**src/rtl/ysyx_23060184_ifu.sv**
```systemverilog
// Instruction fetch unit: takes a PC, reads one word over AXI4-Lite
// and holds it for decode until it is accepted or flushed.
module ysyx_23060184_ifu #(
    parameter int DATA_WIDTH       = 32,
    parameter bit ADDR_ALIGN_CHECK = 1'b1
) (
    input  logic                  clk,
    input  logic                  rst,
    input  logic                  Pvalid,
    input  logic [DATA_WIDTH-1:0] PC,
    output logic                  Iready,
    input  logic                  Flush,
    output logic                  Ivalid,
    input  logic                  Dready,
    output logic [DATA_WIDTH-1:0] Inst,
    output logic [DATA_WIDTH-1:0] InstPC,
    output logic                  Ierr,
    output logic [DATA_WIDTH-1:0] araddr,
    output logic                  arvalid,
    input  logic                  arready,
    input  logic [DATA_WIDTH-1:0] rdata,
    input  logic [1:0]            rresp,
    input  logic                  rvalid,
    output logic                  rready,
    output logic [31:0]           FetchCnt
);

    typedef enum logic [1:0] {
        S_IDLE,
        S_AREQ,
        S_RWAIT,
        S_HOLD
    } state_t;

    state_t                r_state;
    logic                  r_kill;
    logic [DATA_WIDTH-1:0] r_inst;
    logic [DATA_WIDTH-1:0] r_pc;
    logic                  r_ierr;
    logic [31:0]           r_cnt;

    logic w_accept;
    logic w_misalign;
    logic w_kill;

    // Flush blocks acceptance; a flush on the data beat itself also kills.
    assign w_accept   = (r_state == S_IDLE) && Pvalid && !Flush;
    assign w_misalign = ADDR_ALIGN_CHECK && (PC[1:0] != 2'b00);
    assign w_kill     = r_kill || Flush;

    // Fetch sequencer; all handshake outputs decode the state register.
    always_ff @(posedge clk) begin
        if (rst) begin
            r_state <= S_IDLE;
            r_kill  <= 1'b0;
            r_inst  <= '0;
            r_pc    <= '0;
            r_ierr  <= 1'b0;
            r_cnt   <= '0;
        end else begin
            unique case (r_state)
                S_IDLE: begin
                    r_kill <= 1'b0;
                    if (w_accept) begin
                        r_pc <= PC;
                        if (w_misalign) begin
                            r_inst  <= '0;
                            r_ierr  <= 1'b1;
                            r_state <= S_HOLD;
                        end else begin
                            r_state <= S_AREQ;
                        end
                    end
                end
                S_AREQ: begin
                    if (Flush) r_kill <= 1'b1;
                    if (arready) r_state <= S_RWAIT;
                end
                S_RWAIT: begin
                    if (rvalid) begin
                        if (w_kill) begin
                            r_kill  <= 1'b0;
                            r_state <= S_IDLE;
                        end else begin
                            r_inst  <= rdata;
                            r_ierr  <= (rresp != 2'b00);
                            r_state <= S_HOLD;
                        end
                    end else if (Flush) begin
                        r_kill <= 1'b1;
                    end
                end
                S_HOLD: begin
                    if (Flush) begin
                        r_state <= S_IDLE;
                    end else if (Dready) begin
                        r_cnt   <= r_cnt + 32'd1;
                        r_state <= S_IDLE;
                    end
                end
                default: r_state <= S_IDLE;
            endcase
        end
    end

    assign Iready   = (r_state == S_IDLE);
    assign arvalid  = (r_state == S_AREQ);
    assign rready   = (r_state == S_RWAIT);
    assign Ivalid   = (r_state == S_HOLD);
    assign araddr   = r_pc;
    assign InstPC   = r_pc;
    assign Inst     = r_inst;
    assign Ierr     = r_ierr;
    assign FetchCnt = r_cnt;

endmodule

```
**config.mk**
```make
export PLATFORM = sky130hd
export DESIGN_NAME = ysyx_23060184_ifu
export DESIGN_NICKNAME = d
export VERILOG_FILES = /design/src/rtl/ysyx_23060184_ifu.sv
export SDC_FILE = /design/constraint.sdc
export NUM_CORES = 1
export LEC_CHECK = 0
export ABC_AREA = 1
export BUFFER_PORTS_ARGS = -buffer_cell sky130_fd_sc_hd__buf_2
export CORE_MARGIN = 1.5
export CORE_UTILIZATION = 48
export CTS_BUF_LIST = sky130_fd_sc_hd__clkbuf_16
export DETAILED_ROUTE_END_ITERATION = 16
export MAX_ROUTING_LAYER = met4
export PLACE_DENSITY = 0.78
export SYNTH_ARGS = -nofsm -noshare
export SYNTH_HDL_FRONTEND = slang
export SYNTH_SLANG_ARGS = --single-unit
```
**constraint.sdc**
```tcl
create_clock -name clk -period 2.2 [get_ports clk]
set_clock_uncertainty 0.1 [all_clocks]
set_input_delay 0.22 -clock clk [delete_from_list [all_inputs] [get_ports clk]]
set_output_delay 0.22 -clock clk [all_outputs]
set_load 0.05 [all_outputs]
```
**Word-level counts from Yosys, hierarchy flattened**

Cells that the tools add are included.

- Bits in registers: 100

- Add/subtract/negate cells: 1
- Equal/unequal tests: 10
- Mux-type cells: 22
- Bitwise operators: 1
- Reductions and logical operators: 14

Operators with widths:

| operator | count |
|---|---|
| $mux 32 | 4 |
| $pmux 32 s2 | 1 |
| $add 32x1->32 const B | 1 |
| $mux 2 | 7 |
| $pmux 2 s4 | 1 |
| $mux 1 | 7 |
| $ne 2x1->1 const B | 3 |
| $ne 3x2->1 const B | 2 |
| $reduce_bool 2->1 | 3 |
| $reduce_and 5->1 | 1 |
| $eq 2x2->1 const B | 2 |
| $ne 2x2->1 const B | 2 |
| $reduce_and 2->1 | 2 |
| $reduce_and 4->1 | 1 |
| $pmux 1 s3 | 1 |
| $reduce_and 3->1 | 1 |
| $reduce_bool 3->1 | 1 |
| $eq 2x1->1 const B | 1 |
| $logic_and 1x1->1 | 2 |
| $logic_not 2->1 | 1 |
| $pmux 1 s2 | 1 |
| $logic_not 1->1 | 1 |
| $logic_or 1x1->1 | 1 |
| $not 1->1 | 1 |

**Longest topological paths before layout**

Gate-level depths: netlist of the first run.

- Word-level depth: 5
- Gate-level depth with buffers: 11
- Mapped depth without buffers: 9

**Worst setup path before layout of the first run**

Ideal clock, no wire load.

- Kind: reg-to-reg
- From: register r_state[1]
- To: register r_inst[4], in the netlist Inst[4]
- Setup time: 114 ps
- Arrival time: 1,886 ps
- Data required time: 1,986 ps
- Setup slack: 100 ps
- Cell stages (with the launch flop): 11
- Buffers on the path: 2
- Cells stage by stage: dfxtp_1 -> inv_1 -> ha_1 -> nand3_2 -> nand2_1 -> and3_4 -> buf_6 -> buf_6 -> nand2_1 -> nand2_1 -> nor2_1

- Longest elaborated chain between the ends: 5
- Elaborated cells on any way between the ends: 11
- Those cells by class: 5 x eq/ne; 1 x mux; 5 x reduce/logical

RTL lines:

| what | line | source |
|---|---|---|
| start, declared | 35 | `state_t r_state;` |
| start signal, assigned | 54 | `r_state <= S_IDLE;` |
| start signal, assigned | 69 | `r_state <= S_HOLD;` |
| start signal, assigned | 71 | `r_state <= S_AREQ;` |
| $logic_not 2->1 * | - |  |
| via Iready | 11 | `output logic Iready,` |
| $logic_and 1x1->1 (2 in a row) | 47 | `assign w_accept = (r_state == S_IDLE) && Pvalid && !Flush;` |
| $ne 2x1->1 (no line) | - |  |
| $reduce_and 5->1 (no line) | - |  |
| end signal, assigned | 85 | `r_inst <= rdata;` |
| end, declared | 37 | `logic [DATA_WIDTH-1:0] r_inst;` |

The timed path passes the listed nets; every way through them passes the cells marked *.
A chain may end at the register's enable or synchronous reset.

**Worst setup path in the final report of the first run**

- From: register r_state[0]
- To: output port rready

- Longest elaborated chain between the ends: 1

RTL lines:

| what | line | source |
|---|---|---|
| $eq 2x2->1 | 108 | `assign rready = (r_state == S_RWAIT);` |
| end, declared | 24 | `output logic rready,` |

Every way passes these cells.

==> metrics, run 1 <==
Final Setup Violations=0; largest area contributor in the netlist=dfxtp_1; setup TNS=0 ns; # resized after CTS=0; number of H-tree levels=3; Chip Height=103 um; row cnt=36; synth top area cells=dfxtp_1 (42%), nor2_1 (15%), nand2_1 (14%); Post-DRT Antenna Nets=0; GPL Wtd Cong=0.889; 1st-iter DRT viols=180; overall routing resource usage=22.4%; Tcrit/Tclk final=90.8%; clock latency at the later pin of the worst-skew pair=0.33 ns; PwrDens=1340 nW/um^2; CTS tree=done; vias per cell=4.66; Max Slew Vio Count=0; grt total ovfl=0; PortBufs=205; Ports=206; most common library cells after synthesis=nor2_1 (187), nand2_1 (183), dfxtp_1 (100); Syn. warnings=0; first-pass GRT wire length=18400 um; Starting Density=49.4%; Core Region=9730 um^2; Die X=103 um; DR vias=4784; Clock Path Buffers=2; crit path time final=2.00 ns; pin count of the biggest net entering global routing=45; critical path required time=1.88 ns; detailed placer's ending HPWL=9230 um; FF+latch count, synth=100; CTS buffer count=9; count of hold-fix buffers inserted at cts=0; max-cap violation count=0; Worst-path clk slew=0.07 ns; DR pass1 iterations=4; library cells used by synthesis=31; RSZ-0062 raised after global routing=false; cell area after synthesis=4810 um^2; Worst Path Arrival=1.68 ns; Yosys top cell area share=41.6%; syn_nets=803; met1 Usage GRT=27.5%; VDD IR-drop max=607 uV; headroom to the max-slew limit=73.3%; n_diodes=0; share of post-route cells with drive strength above 1=27.0%; Reg2Reg Depth=8; global route hottest layer=met2; drc violations=0; routing usage on met3=3.39%; kind of critical path=reg -> out; Leak=2.99 nW; f_max=501 MHz; Mapped Avg Cell Area=6.65 um^2; Max FO, Critical Path=27; cell count after synthesis=723; hold path cells=3; pre-CTS setup slack=0.313 ns; Synth Area in Adders=1.82%; EDFF count, synth=0; mux contribution to synthesized area=0%; Synth Area in Compound Gates=8.32%; Final nets=968; Post-Synth XOR/XNOR Area=0.182%; vias in the first global route=3933; Worst-Margin Slew=0.399 ns; Synth Area in Simple Gates=35.5%; final worst-path setup slack=0.202 ns; initial antenna violation count=0; final-report hold violation count=0; asr flop ratio synth=0%; crit path capture type=output pin; Clock Sinks=100; die area=10600 um^2; register area share after synthesis=41.6%; routed len/inst=11.9 um; met2 Use GR=38.4%; post-CTS setup repair buffer count=0; CTS root buf=clkbuf_16; drt total wl=12200 um; largest family of logic cells by synthesized area=simple AND/OR/NAND/NOR gates; type of origin of the critical path=flip-flop; area delta synth->final=25.0%; worst hold path class=in -> reg; status=complete, no violations; ys flop type=dfxtp_1; most common cell in the netlist=nor2_1
[final cells by class]
cell class	count	area [um^2]
inverters	57	214
well taps	133	166
fillers	942	3710
clock buffers	9	225
repair buffers	213	1110
flip-flops and latches	100	2000
clock inverters	7	91.3
multi-input cells	507	2200
[power by group]
| group | switching, mW | internal, mW |
|---|---|---|
| clock network | 0.679 | 0.993 |
| logic | 2.98 | 0.955 |
| registers | 0.213 | 2.21 |
[cell families after synthesis]
logic type,after synthesis
AND/OR/NAND/NOR,422
flip-flops,100
AO/OA/AOI/OAI,77
buffers and inverters,116
adder cells (fa/ha/maj),7
XOR/XNOR,1
[state kept, by name, indices dropped and copies added (netlist names)]
name / count
FetchCnt: 32
Ierr: 1
Inst: 32
InstPC: 32
r_kill: 1
r_state: 2
[metrics by stage]
| stage | std cells | utilization [%] | hold slack (ns) | instance area, um^2 | total power, mW |
|---|---|---|---|---|---|
| global route | 1026 | 61.8 | 0.0360 | 6010 | 8.58 |
| floorplan | 723 | - | 0.275 | 4810 | 5.85 |
| detailed placement | 1010 | 58.6 | 0.365 | 5700 | 6.42 |
| global placement | 1010 | 58.6 | 0.356 | 5700 | 6.39 |
| CTS | 1026 | 61.8 | 0.0217 | 6010 | 8.10 |
| finish | 1026 | 61.8 | 0.0314 | 6010 | 8.04 |
[per-layer routing]
metal | vias up | share of wire [%]
li1 | 2539 | -
met2 | 149 | 49
met5 | - | 0
met3 | 17 | 5.7
met4 | 0 | 1.5
met1 | 2079 | 44
[cells in the final DEF, fill, tap and decap left out, types with 3 or more instances in the layout]
cell type / count
nand3_1: 26
nor3_1: 8
nor2_1: 187
inv_1: 56
buf_2: 205
o21a_1: 4
nor2_2: 4
nand4_1: 5
inv_2: 3
ha_1: 7
o21ai_0: 47
a21oi_1: 21
dfxtp_1: 100
clkbuf_16: 9
buf_4: 6
nand2_1: 183
[critical path: stages (launching register included)]
cell	delay, ns
dfxtp_1	0.36
inv_1	0.12
ha_1	0.24
buf_4	0.30
buf_2	0.32
[worst paths after layout]
| kind | from | to | slack [ns] |
|---|---|---|---|
| worst max register to register | r_state[0]$_SDFFE_PP0P_ | FetchCnt[27]$_SDFFE_PP0P_ | 0.30 |
| worst max-delay path | r_state[0]$_SDFFE_PP0P_ | rready | 0.20 |
| worst min-delay path | PC[2] | InstPC[2]$_SDFFE_PP0P_ | 0.03 |
| worst min register to register | Inst[17]$_SDFFE_PP0P_ | Inst[17]$_SDFFE_PP0P_ | 0.38 |
Power figures use the tool's default switching activity.
==> run 2, diff against run 1 <==
--- a/config.mk
+++ b/config.mk
@@ -8,11 +8,12 @@
 export ABC_AREA = 1
 export BUFFER_PORTS_ARGS = -buffer_cell sky130_fd_sc_hd__buf_2
 export CORE_MARGIN = 1.5
-export CORE_UTILIZATION = 48
+export CORE_UTILIZATION = 33
 export CTS_BUF_LIST = sky130_fd_sc_hd__clkbuf_16
 export DETAILED_ROUTE_END_ITERATION = 16
+export HOLD_SLACK_MARGIN = 0.1
 export MAX_ROUTING_LAYER = met4
-export PLACE_DENSITY = 0.78
+export PLACE_DENSITY = 0.57
 export SYNTH_ARGS = -nofsm -noshare
 export SYNTH_HDL_FRONTEND = slang
 export SYNTH_SLANG_ARGS = --single-unit
==> run 2 against run 1 <==
Effect of this change: die area is 44% higher; design area is 12% higher; combinational power is 5.6% higher; flip-flop and latch count stayed put; register-to-register slack worse by 0.03 ns; worst setup slack worse by 0.030 ns.
==> metrics, run 2 (synthesis gave the netlist of run 1 again) <==
number of H-tree levels=3; Clk pwr share=19.4%; pre-CTS setup slack=0.282 ns; GPL Wtd Cong=0.829; crit path capture type=output pin; drt total wl=14200 um; Leak=3.27 nW; leading cell types in the layout, fill and taps excluded=buf_2 (205), nor2_1 (187), nand2_1 (183); DR pass1 iterations=5; Tcrit/Tclk final=92.2%; routed len/inst=12.5 um; first-pass GRT wire length=21400 um; Net Sw Power=3.99 mW; Starting Density=34.3%; drc violations=0; Core Region=14000 um^2; detailed placer's ending HPWL=10100 um; Clock Sinks=100; combinational group share of total power=50.9%; max-cap violation count=0; DR vias=5106; final-report hold violation count=0; final worst-path setup slack=0.172 ns; Chip Height=124 um; worst hold path class=in -> reg; type of origin of the critical path=flip-flop; Crit Reg-Reg Startpoint=r_state[0]$_SDFFE_PP0P_; Worst-Margin Slew=0.374 ns; row cnt=43; n_diodes=0; area delta synth->final=40.0%; critical path required time=1.88 ns; CTS buffer count=9; PortBufs=205; P_int=4.19 mW; vias in the first global route=4447; Max Slew Vio Count=0; PwrDens=1210 nW/um^2; CTS tree=done; die area=15300 um^2; Clock Path Buffers=2; Worst Setup SP=r_state[0]$_SDFFE_PP0P_; status=complete, no violations; crit path capture=rready; clock latency at the later pin of the worst-skew pair=0.36 ns; Die X=124 um; f_max=493 MHz; pin count of the biggest net entering global routing=50; Worst-path clk slew=0.07 ns; R2R setup slack=0.27 ns; Power Total=8.18 mW; CTS root buf=clkbuf_16; Final nets=1035; r2r endpoint=Ierr$_SDFFE_PP0P_; Final Setup Violations=0; headroom to the max-slew limit=75.1%; WHS=0.147 ns; 1st-iter DRT viols=194; Switching Fraction=48.8%; VDD IR-drop max=396 uV; share of post-route cells with drive strength above 1=25.2%; crit path time final=2.03 ns; overall routing resource usage=18.5%; Post-DRT Antenna Nets=0; Worst Path Arrival=1.71 ns; most common cell after layout, fill and taps aside=buf_2; Max FO, Critical Path=26; RSZ-0062 raised after global routing=false; Ports=206; vias per cell=4.48; setup TNS=0 ns; kind of critical path=reg -> out; grt total ovfl=0; sequential share of power=29.7%; initial antenna violation count=0; Reg2Reg Depth=8
==> run 2: cell count changes in the layout (fill, tap and decap cells not counted), sizes merged <==
cell | previous run | this run
dlygate4sd3 | 0 | 66
clkinv | 0 | 3
bufinv | 2 | 1
clkinvlp | 2 | 1
buf | 213 | 214
inv | 60 | 59
==> run 2: per-stage QoR <==
step           cells  instance area (um^2)  utilization, %
2_1_floorplan    723                  4810               -
3_5_place_dp    1058                  5780            41.1
5_1_grt         1140                  6730            48.0
4_1_cts         1140                  6730            47.9
3_3_place_gp    1058                  5780            41.1
6_report        1140                  6730            48.0
==> run 2: worst min-delay path by stage <==
stage,startpoint,endpoint,slack (ns),cells past startpoint
global placement,Inst[26]$_SDFFE_PP0P_,Inst[26]$_SDFFE_PP0P_,0.36,2
global route,Dready,FetchCnt[0]$_SDFFE_PP0P_,0.16,3
detailed placement,Inst[26]$_SDFFE_PP0P_,Inst[26]$_SDFFE_PP0P_,0.37,2
CTS,Dready,FetchCnt[0]$_SDFFE_PP0P_,0.15,3
finish,Dready,FetchCnt[0]$_SDFFE_PP0P_,0.15,3
floorplan,rst,FetchCnt[3]$_SDFFE_PP0P_,0.27,2
==> run 2: area by class of cell <==
type | count | area (um^2)
clock buffer | 9 | 225
clock inverter | 7 | 67.6
fill | 1453 | 7310
inverter | 57 | 214
multi-input combinational | 507 | 2200
sequential | 100 | 2000
tap | 180 | 225
timing repair buffer | 280 | 1800
==> run 2: power by group through the flow <==
stage	sequential, mW	clock [mW]	combinational (mW)
3_3_place_gp	2.46	0	4.07
6_report	2.43	1.59	4.16
2_1_floorplan	3.75	0	2.10
3_5_place_dp	2.48	0	4.08
4_1_cts	2.43	1.65	4.18
5_1_grt	2.48	1.72	4.53
==> run 2: layer usage <==
metal	wire [um]	vias to the layer above	GRT usage (%)
met5	0	-	-
met2	6800	158	30.6
met1	6320	2259	22.0
met3	841	15	5.17
met4	233	0	5.60
li1	-	2674	-
==> run 2: worst max-delay path, cell delays in order (launching register included) <==
cell and delay, ns:
dfxtp_1 0.36, inv_1 0.12, ha_1 0.30, buf_6 0.26
buf_2 0.30
==> run 2: timing repair <==
action	4_1_cts	5_1_grt
hold buffers	66	0
endpoints found under the hold margin	65	0
setup buffers	0	0
endpoints found under the setup margin	0	1
gates resized for setup	0	1
